File: src/rtl/imm_gen_pipe.sv
// imm_gen_pipe: RV32 immediate decoder feeding a DEPTH-entry valid/ready output buffer,
// with a saturating counter of accepted illegal-opcode words.
`default_nettype none

module imm_gen_pipe #(
  parameter int XLEN  = 32,
  parameter int DEPTH = 2,
  parameter int CNT_W = 16
) (
  input  logic             clk,
  input  logic             rst,
  input  logic             in_valid,
  output logic             in_ready,
  input  logic [31:0]      in_ir,
  output logic             out_valid,
  input  logic             out_ready,
  output logic [XLEN-1:0]  out_imm,
  output logic [2:0]       out_fmt,
  output logic             out_illegal,
  input  logic             cnt_clr,
  output logic [CNT_W-1:0] illegal_cnt
);

  localparam int PTR_W = (DEPTH > 1) ? $clog2(DEPTH) : 1;
  localparam int OCC_W = PTR_W + 1;
  localparam logic [OCC_W-1:0] FULL_OCC = OCC_W'(DEPTH);

  localparam logic [2:0] FMT_NONE = 3'd0;
  localparam logic [2:0] FMT_I    = 3'd1;
  localparam logic [2:0] FMT_S    = 3'd2;
  localparam logic [2:0] FMT_B    = 3'd3;
  localparam logic [2:0] FMT_U    = 3'd4;
  localparam logic [2:0] FMT_J    = 3'd5;

  logic [31:0]      dec_imm32;
  logic [XLEN-1:0]  dec_imm;
  logic [2:0]       dec_fmt;
  logic             dec_illegal;

  logic [XLEN-1:0]  imm_mem_q [DEPTH];
  logic [2:0]       fmt_mem_q [DEPTH];
  logic             ill_mem_q [DEPTH];

  logic [PTR_W-1:0] wr_ptr_q, wr_ptr_d;
  logic [PTR_W-1:0] rd_ptr_q, rd_ptr_d;
  logic [OCC_W-1:0] count_q, count_d;
  logic [CNT_W-1:0] illegal_cnt_q, illegal_cnt_d;

  logic push;
  logic pop;

  // All formats sign-extend from ir[31]; the 32-bit result is widened the same way.
  always_comb begin
    dec_imm32   = 32'd0;
    dec_fmt     = FMT_NONE;
    dec_illegal = 1'b0;
    case (in_ir[6:0])
      7'b0010011, 7'b0000011, 7'b1100111: begin
        dec_fmt   = FMT_I;
        dec_imm32 = {{20{in_ir[31]}}, in_ir[31:20]};
      end
      7'b0100011: begin
        dec_fmt   = FMT_S;
        dec_imm32 = {{20{in_ir[31]}}, in_ir[31:25], in_ir[11:7]};
      end
      7'b1100011: begin
        dec_fmt   = FMT_B;
        dec_imm32 = {{19{in_ir[31]}}, in_ir[31], in_ir[7], in_ir[30:25], in_ir[11:8], 1'b0};
      end
      7'b0110111, 7'b0010111: begin
        dec_fmt   = FMT_U;
        dec_imm32 = {in_ir[31:12], 12'b0};
      end
      7'b1101111: begin
        dec_fmt   = FMT_J;
        dec_imm32 = {{11{in_ir[31]}}, in_ir[31], in_ir[19:12], in_ir[20], in_ir[30:21], 1'b0};
      end
      default: begin
        dec_illegal = 1'b1;
      end
    endcase
  end

  assign dec_imm = XLEN'($signed(dec_imm32));

  // Full blocks input even when the head is being popped this cycle.
  assign in_ready  = (count_q < FULL_OCC);
  assign out_valid = (count_q != '0);
  assign push      = in_valid && in_ready;
  assign pop       = out_valid && out_ready;

  assign out_imm     = imm_mem_q[rd_ptr_q];
  assign out_fmt     = fmt_mem_q[rd_ptr_q];
  assign out_illegal = ill_mem_q[rd_ptr_q];
  assign illegal_cnt = illegal_cnt_q;

  always_comb begin
    wr_ptr_d      = wr_ptr_q;
    rd_ptr_d      = rd_ptr_q;
    count_d       = count_q;
    illegal_cnt_d = illegal_cnt_q;
    if (push) begin
      wr_ptr_d = wr_ptr_q + PTR_W'(1);
    end
    if (pop) begin
      rd_ptr_d = rd_ptr_q + PTR_W'(1);
    end
    case ({push, pop})
      2'b10:   count_d = count_q + OCC_W'(1);
      2'b01:   count_d = count_q - OCC_W'(1);
      default: count_d = count_q;
    endcase
    if (cnt_clr) begin
      illegal_cnt_d = '0;
    end else if (push && dec_illegal && (illegal_cnt_q != '1)) begin
      illegal_cnt_d = illegal_cnt_q + CNT_W'(1);
    end
  end

  always_ff @(posedge clk) begin
    if (rst) begin
      wr_ptr_q      <= '0;
      rd_ptr_q      <= '0;
      count_q       <= '0;
      illegal_cnt_q <= '0;
    end else begin
      wr_ptr_q      <= wr_ptr_d;
      rd_ptr_q      <= rd_ptr_d;
      count_q       <= count_d;
      illegal_cnt_q <= illegal_cnt_d;
    end
  end

  // Storage is not reset; occupancy alone decides what is visible.
  always_ff @(posedge clk) begin
    if (push) begin
      imm_mem_q[wr_ptr_q] <= dec_imm;
      fmt_mem_q[wr_ptr_q] <= dec_fmt;
      ill_mem_q[wr_ptr_q] <= dec_illegal;
    end
  end

endmodule

`default_nettype wire

File: config.mk
export PLATFORM = sky130hd
export DESIGN_NAME = imm_gen_pipe
export DESIGN_NICKNAME = d
export VERILOG_FILES = /design/src/rtl/imm_gen_pipe.sv
export SDC_FILE = /design/constraint.sdc
export NUM_CORES = 1
export LEC_CHECK = 0
export ABC_AREA = 1
export CORE_ASPECT_RATIO = 0.5
export CORE_MARGIN = 10
export CORE_UTILIZATION = 35
export DETAILED_ROUTE_END_ITERATION = 10
export SYNTH_ARGS = -nofsm -noshare
export SYNTH_HDL_FRONTEND = slang
export SYNTH_SLANG_ARGS = --single-unit
File: constraint.sdc
create_clock -name clk -period 3.5 [get_ports clk]
set_clock_uncertainty 0.2 [all_clocks]
set_input_delay 0.7 -clock clk [delete_from_list [all_inputs] [get_ports clk]]
set_output_delay 0.7 -clock clk [all_outputs]
set_load 0.03 [all_outputs]
==> flow_summary.toml, run 1 <==
[detailed_routing]
via_per_inst = 4.59
wl_per_cell_um = 14.3
firstDrtPassIters = 4
final_antenna_net_count = 0
num_vias = 3008
post-route-drc-count = 0
wirelength_um = 9390
drt_iter0_markers = 195

[sta]
tightest_slew_ns = 0.499
setup_viol = 0
rsz0062_at_grt = "no"
finalMaxSlewViolations = 0
relSlewSlack = 0.667
fmax_mhz = 335
setup_ws_ns = 0.512
fin_crit_sh = 0.854
min_period_ns = 2.99
final-hold-violation-count = 0
finalSetupTns_ns = 0

[floorplan]
die_y_um = 97.0
rows = 27
coreArea_um2 = 11300
die_w_um = 174
pin_count = 91
floorplan.initialDensity = 0.368
dieArea_um2 = 16900

[grt]
grt_max_degree = 37
grt.total_usage = 0.113
grt_pass1_vias = 2999
overflow = 0
grt_antenna_before_repair = 0
grt_pass1_wl_um = 15300

[clock_tree]
cts.reportedPaths.clkPinSlew_ns = 0.06
clkLatencyLatePin_ns = 0.34
cts_buffer_depth = 2
cts_htree_levels = 3
post-cts-setup-buffers = 0
cts_root_buf = "clkbuf_16"
cts_tree = "yes"
cts.sinks = 93
cts_buffers = 9
cts_resized = 0
hold_buffers = 0

[logic_synthesis]
synth_nets = 430
synthesis.area_um2 = 4150
synth-main-ff-cell = "edfxtp_1"
syn_inst = 391
syn_avg_cell_area_um2 = 10.6
synth_area_leaders = "edfxtp_1 (52%), dfxtp_1 (10%), mux2_2 (9.8%), nand2_1 (6.9%), nor2_1 (5.0%)"
synth.largest_area_cell = "edfxtp_1"
synth_edf_count = 72
yosys_register_bits = 93
yosysMostFrequentCell = "nand2_1"
synth_top_cell_area_share = 0.521
ys_async_sr_fraction = 0
yosysWarnings = 0
synth_common_cells = "nand2_1 (76), edfxtp_1 (72), nor2_1 (55), inv_1 (44), mux2_2 (36)"
yosysSeqAreaShare = 0.622
yosysUniqueCellTypes = 28

[layout]
syn2layout_area_growth_pct = 34.2
drive_gt1_frac = 0.141
stdcell_count = 655
finalInstanceArea_um2 = 5570
num-nets-final = 530
diodes = 0

[outcome]
outcome = "complete, no violations"

[setup_path]
cp_num_buf_inv = 2
reg2reg_depth = 8
cp.depth = 3
path_delay_family = "buffers and inverters"
cp.required_ns = 2.60
endpoint_kind = "primary output"
crit_fanout = 36
critPathKind = "flop to primary output"
cp-start-kind = "flop"
crit_arrival_ns = 2.09
critPathSlowestCell = "clkdlybuf4s50_1"
slowest_delay_ns = 0.60
cp_cell_sequence = "buf_4 > mux2_2 > clkdlybuf4s50_1"

[hold_path]
hold_class = "flop to flop"
min_path_cells = 2

[placement]
dp_hpwl_um = 6710
place_congestion = 0.790
port_buffers = 90
placed_cell_area_um2 = 5280
pre_cts_slack_ns = 0.818
dp.cells = 639

[power]
p_seq_frac = 0.422
ir_worst_vdd_uv = 257
clkPwrFrac = 0.286
p_leak_nw = 2.13
powerDensity_nw_per_um2 = 579
p_sw_w = 0.00100
intPower_w = 0.00222
switching_share = 0.312
pwr-share-comb = 0.292

[run]
max_cap_violations = 0
logic make-up (layout without fill, tap and decap cells):
| group | count (synthesis) | after routing | synth area share |
|---|---|---|---|
| AND/OR/NAND/NOR | 170 | 170 | 0.174 |
| flip-flops | 93 | 93 | 0.622 |
| buffers and inverters | 54 | 159 | 0.0537 |
| multiplexers | 36 | 36 | 0.0977 |
| AO/OA/AOI/OAI | 35 | 35 | 0.0440 |
| adder cells (fa/ha/maj) | 2 | 2 | 0.00603 |
| XOR/XNOR | 1 | 1 | 0.00211 |
final cells by class:
cell class | count | area, um^2
fill | 1071 | 5720
multi-input combinational | 244 | 1360
sequential | 93 | 2580
tap | 159 | 199
timing repair buffer | 98 | 973
clock inverter | 7 | 57.6
inverter | 45 | 169
clock buffer | 9 | 225
path summary, 6_finish.rpt:
| check | to | slack [ns] | from |
|---|---|---|---|
| max reg2reg | illegal_cnt[13] | 1.60 | illegal_cnt[1] |
| max | out_imm[22] | 0.51 | flop |
| min reg2reg | flop | 0.29 | rd_ptr_q |
| min | flop | 0.29 | rd_ptr_q |
sequential cells by signal, indices dropped and copies added (netlist names), named ones only:
| signal | flops |
|---|---|
| count_q | 2 |
| ill_mem_q | 2 |
| rd_ptr_q | 1 |
| illegal_cnt | 16 |
| wr_ptr_q | 1 |
| imm_mem_q | 64 |
| fmt_mem_q | 6 |
tightest hold or removal path, stage by stage, from the launching register on:
cell and delay, ns:
dfxtp_1 0.31, nand2_1 0.08, a21oi_1 0.06
power by group through the flow:
stage	clock network, W	registers, W	logic [W]
after CTS	0.000957	0.00136	0.000963
after detailed placement	0	0.00138	0.000958
final	0.000923	0.00136	0.000941
after global placement	0	0.00138	0.000959
after global routing	0.00100	0.00137	0.00101
after floorplan	0	0.00138	0.000587
metrics by stage:
stage               power (W)  hold WS (ns)  utilization
floorplan             0.00197         0.254            -
global placement      0.00234         0.272        0.468
detailed placement    0.00234         0.284        0.468
CTS                   0.00328         0.294        0.493
global route          0.00339         0.313        0.493
finish                0.00322         0.292        0.493
routing by layer:
layer,up-vias,track usage,part of all wire
met5,-,0,0
met4,0,0.0317,0.012
met3,11,0.0437,0.057
met2,57,0.192,0.51
met1,1410,0.129,0.42
li1,1530,-,-
placed cells by master (no fill, tap or decap):
| cell type | instances |
|---|---|
| a21oi_1 | 16 |
| a22o_1 | 1 |
| buf_12 | 1 |
| buf_4 | 7 |
| clkbuf_16 | 9 |
| clkdlybuf4s50_1 | 90 |
| clkinv_2 | 2 |
| clkinvlp_4 | 1 |
| dfxtp_1 | 20 |
| dfxtp_2 | 1 |
| edfxtp_1 | 72 |
| ha_1 | 2 |
| inv_1 | 44 |
| inv_2 | 1 |
| inv_6 | 2 |
| inv_8 | 2 |
| mux2_2 | 36 |
| nand2_1 | 76 |
| nand2_2 | 1 |
| nand3_1 | 23 |
| nand3_2 | 1 |
| nand3b_1 | 1 |
| nand4_1 | 2 |
| nand4_2 | 1 |
| nor2_1 | 53 |
| nor2_2 | 1 |
| nor2_4 | 2 |
| nor3_1 | 6 |
| nor3_4 | 1 |
| nor3b_1 | 1 |
| o21ai_0 | 16 |
| o21ai_1 | 1 |
| o221ai_1 | 1 |
| or2_2 | 1 |
| xnor2_1 | 1 |
Power figures use the tool's default switching activity.
==> run 2: changes to the inputs <==
--- a/config.mk
+++ b/config.mk
@@ -10,6 +10,8 @@
 export CORE_MARGIN = 10
 export CORE_UTILIZATION = 35
 export DETAILED_ROUTE_END_ITERATION = 10
+export DONT_BUFFER_PORTS = 1
+export SKIP_CTS_REPAIR_TIMING = 1
 export SYNTH_ARGS = -nofsm -noshare
 export SYNTH_HDL_FRONTEND = slang
 export SYNTH_SLANG_ARGS = --single-unit
==> run 2 against run 1 <==
- register-to-register slack worse by 0.41 ns
- combinational power down 28%
- sequential power about the same
- worst setup slack better by 0.55 ns
- design area fell by 17%
- worst hold slack worse by 0.071 ns
- core utilization fell by 8.2 points
- die area stayed put
- critical path type is now primary input to flop
- largest power group unchanged
- highest routed layer unchanged
==> flow_summary.toml, run 2 (synthesized netlist as in run 1, its figures left out) <==
[sta]
finalMaxSlewViolations = 0
relSlewSlack = 0.233
fin_crit_sh = 0.698
fmax_mhz = 409
finalHoldWorstSlack_ns = 0.221
final-hold-violation-count = 0
setup_viol = 0
rsz0062_at_grt = "no"
finalSetupTns_ns = 0
tightest_slew_ns = 1.15
min_period_ns = 2.44

[layout]
largest_reg_flops = 64
num-nets-final = 439
drive_gt1_frac = 0.170
regMostFlops = "imm_mem_q"
diodes = 0
final_cell_mix = "nand2_1 (76), edfxtp_1 (72), nor2_1 (53)"
fill_cells = 1121
fin_util = 0.412
syn2layout_area_growth_pct = 11.9
layout_commonest_cell = "nand2_1"

[detailed_routing]
met1_length_um = 3870
wirelength_um = 8930
drt_iter0_markers = 121
firstDrtPassIters = 5
met3WireLength_um = 543
final_antenna_net_count = 0
top_layer = "met4"
dr_wl_met2_um = 4440
post-route-drc-count = 0
num_vias = 2668
via_per_inst = 4.73
wl_per_cell_um = 15.8

[grt]
grt_pass1_wl_um = 14300
overflow = 0
grt_pass1_vias = 2645
grt_antenna_before_repair = 0
grt_max_degree = 37
grt.total_usage = 0.107

[floorplan]
die_w_um = 174
dieArea_um2 = 16900
rows = 27
pin_count = 91
coreArea_um2 = 11300
floorplan.initialDensity = 0.368
die_y_um = 97.0

[power]
ir_worst_vdd_uv = 265
powerDensity_nw_per_um2 = 638
p_leak_nw = 1.78

[setup_path]
slowest_delay_ns = 0.71
cp.required_ns = 3.52
crit_fanout = 25
cp-start-kind = "primary input"
critPathSlowestCell = "nor3_4"
critPathKind = "primary input to flop"
crit_arrival_ns = 2.47
endpoint_kind = "flop"
cp_cell_sequence = "nand2_1 > inv_2 > nand3_1 > nand3_2 > nor3_4 > nand3_1 > nand2_1 > nor2_1"

[clock_tree]
clkLatencyLatePin_ns = 0.34
cts.sinks = 93
cts_htree_levels = 3
cts_buffers = 9
cts_buffer_depth = 2
cts.reportedPaths.clkPinSlew_ns = 0.06
cts_root_buf = "clkbuf_16"
cts_tree = "yes"

[placement]
place_congestion = 0.815
dp_hpwl_um = 6370
port_buffers = 0

[hold_path]
hold_class = "primary input to flop"

[outcome]
outcome = "complete, no violations"

[run]
max_cap_violations = 0
run 2: cell count changes in the layout (fill, tap and decap cells not counted), sizes merged:
cell,delta
clkinv,+1
clkinvlp,-1
clkdlybuf4s50,-90
buf,-1
run 2: stage by stage:
| stage | setup slack [ns] | std cells | power [W] | cell area [um^2] |
|---|---|---|---|---|
| 2_1_floorplan | 0.442 | 391 | 0.00197 | 4150 |
| 3_3_place_gp | 0.702 | 548 | 0.00208 | 4360 |
| 3_5_place_dp | 0.639 | 548 | 0.00209 | 4360 |
| 4_1_cts | 1.00 | 564 | 0.00302 | 4640 |
| 5_1_grt | 0.708 | 564 | 0.00311 | 4640 |
| 6_report | 1.06 | 564 | 0.00296 | 4640 |
run 2: path summary, 6_finish.rpt:
kind,startpoint,slack (ns),endpoint,cells after the start
worst min-delay path,rst,0.22,flop,1
worst max register to register,count_q[1],1.19,illegal_cnt[10],6
worst min register to register,rd_ptr_q,0.28,flop,2
worst max-delay path,in_ir[1],1.06,illegal_cnt[10],8
run 2: worst max-delay path: cells and delay by family:
family	cells	cell delay (ns)
buffers and inverters	1	0.07
AND/OR/NAND/NOR	7	1.68
run 2: layout make-up:
type | instances | area (um^2) | share of cell area
clock buffer | 9 | 225 | 0.0485
clock inverter | 7 | 56.3 | 0.0121
inverter | 45 | 169 | 0.0364
multi-input combinational | 244 | 1360 | 0.293
sequential | 93 | 2580 | 0.556
tap | 159 | 199 | 0.0428
timing repair buffer | 7 | 52.6 | 0.0113
run 2: where the power goes:
| group | total [W] | internal [W] | switching (W) |
|---|---|---|---|
| Clock | 0.000924 | 0.000493 | 0.000431 |
| Sequential | 0.00136 | 0.00132 | 0.0000383 |
| Combinational | 0.000679 | 0.000179 | 0.000500 |
| Total | 0.00296 | 0.00199 | 0.000969 |
run 2: layer usage:
metal | GRT usage | vias up
li1 | - | 1341
met1 | 0.123 | 1254
met2 | 0.179 | 67
met3 | 0.0461 | 6
met4 | 0.0278 | 0
met5 | 0 | -
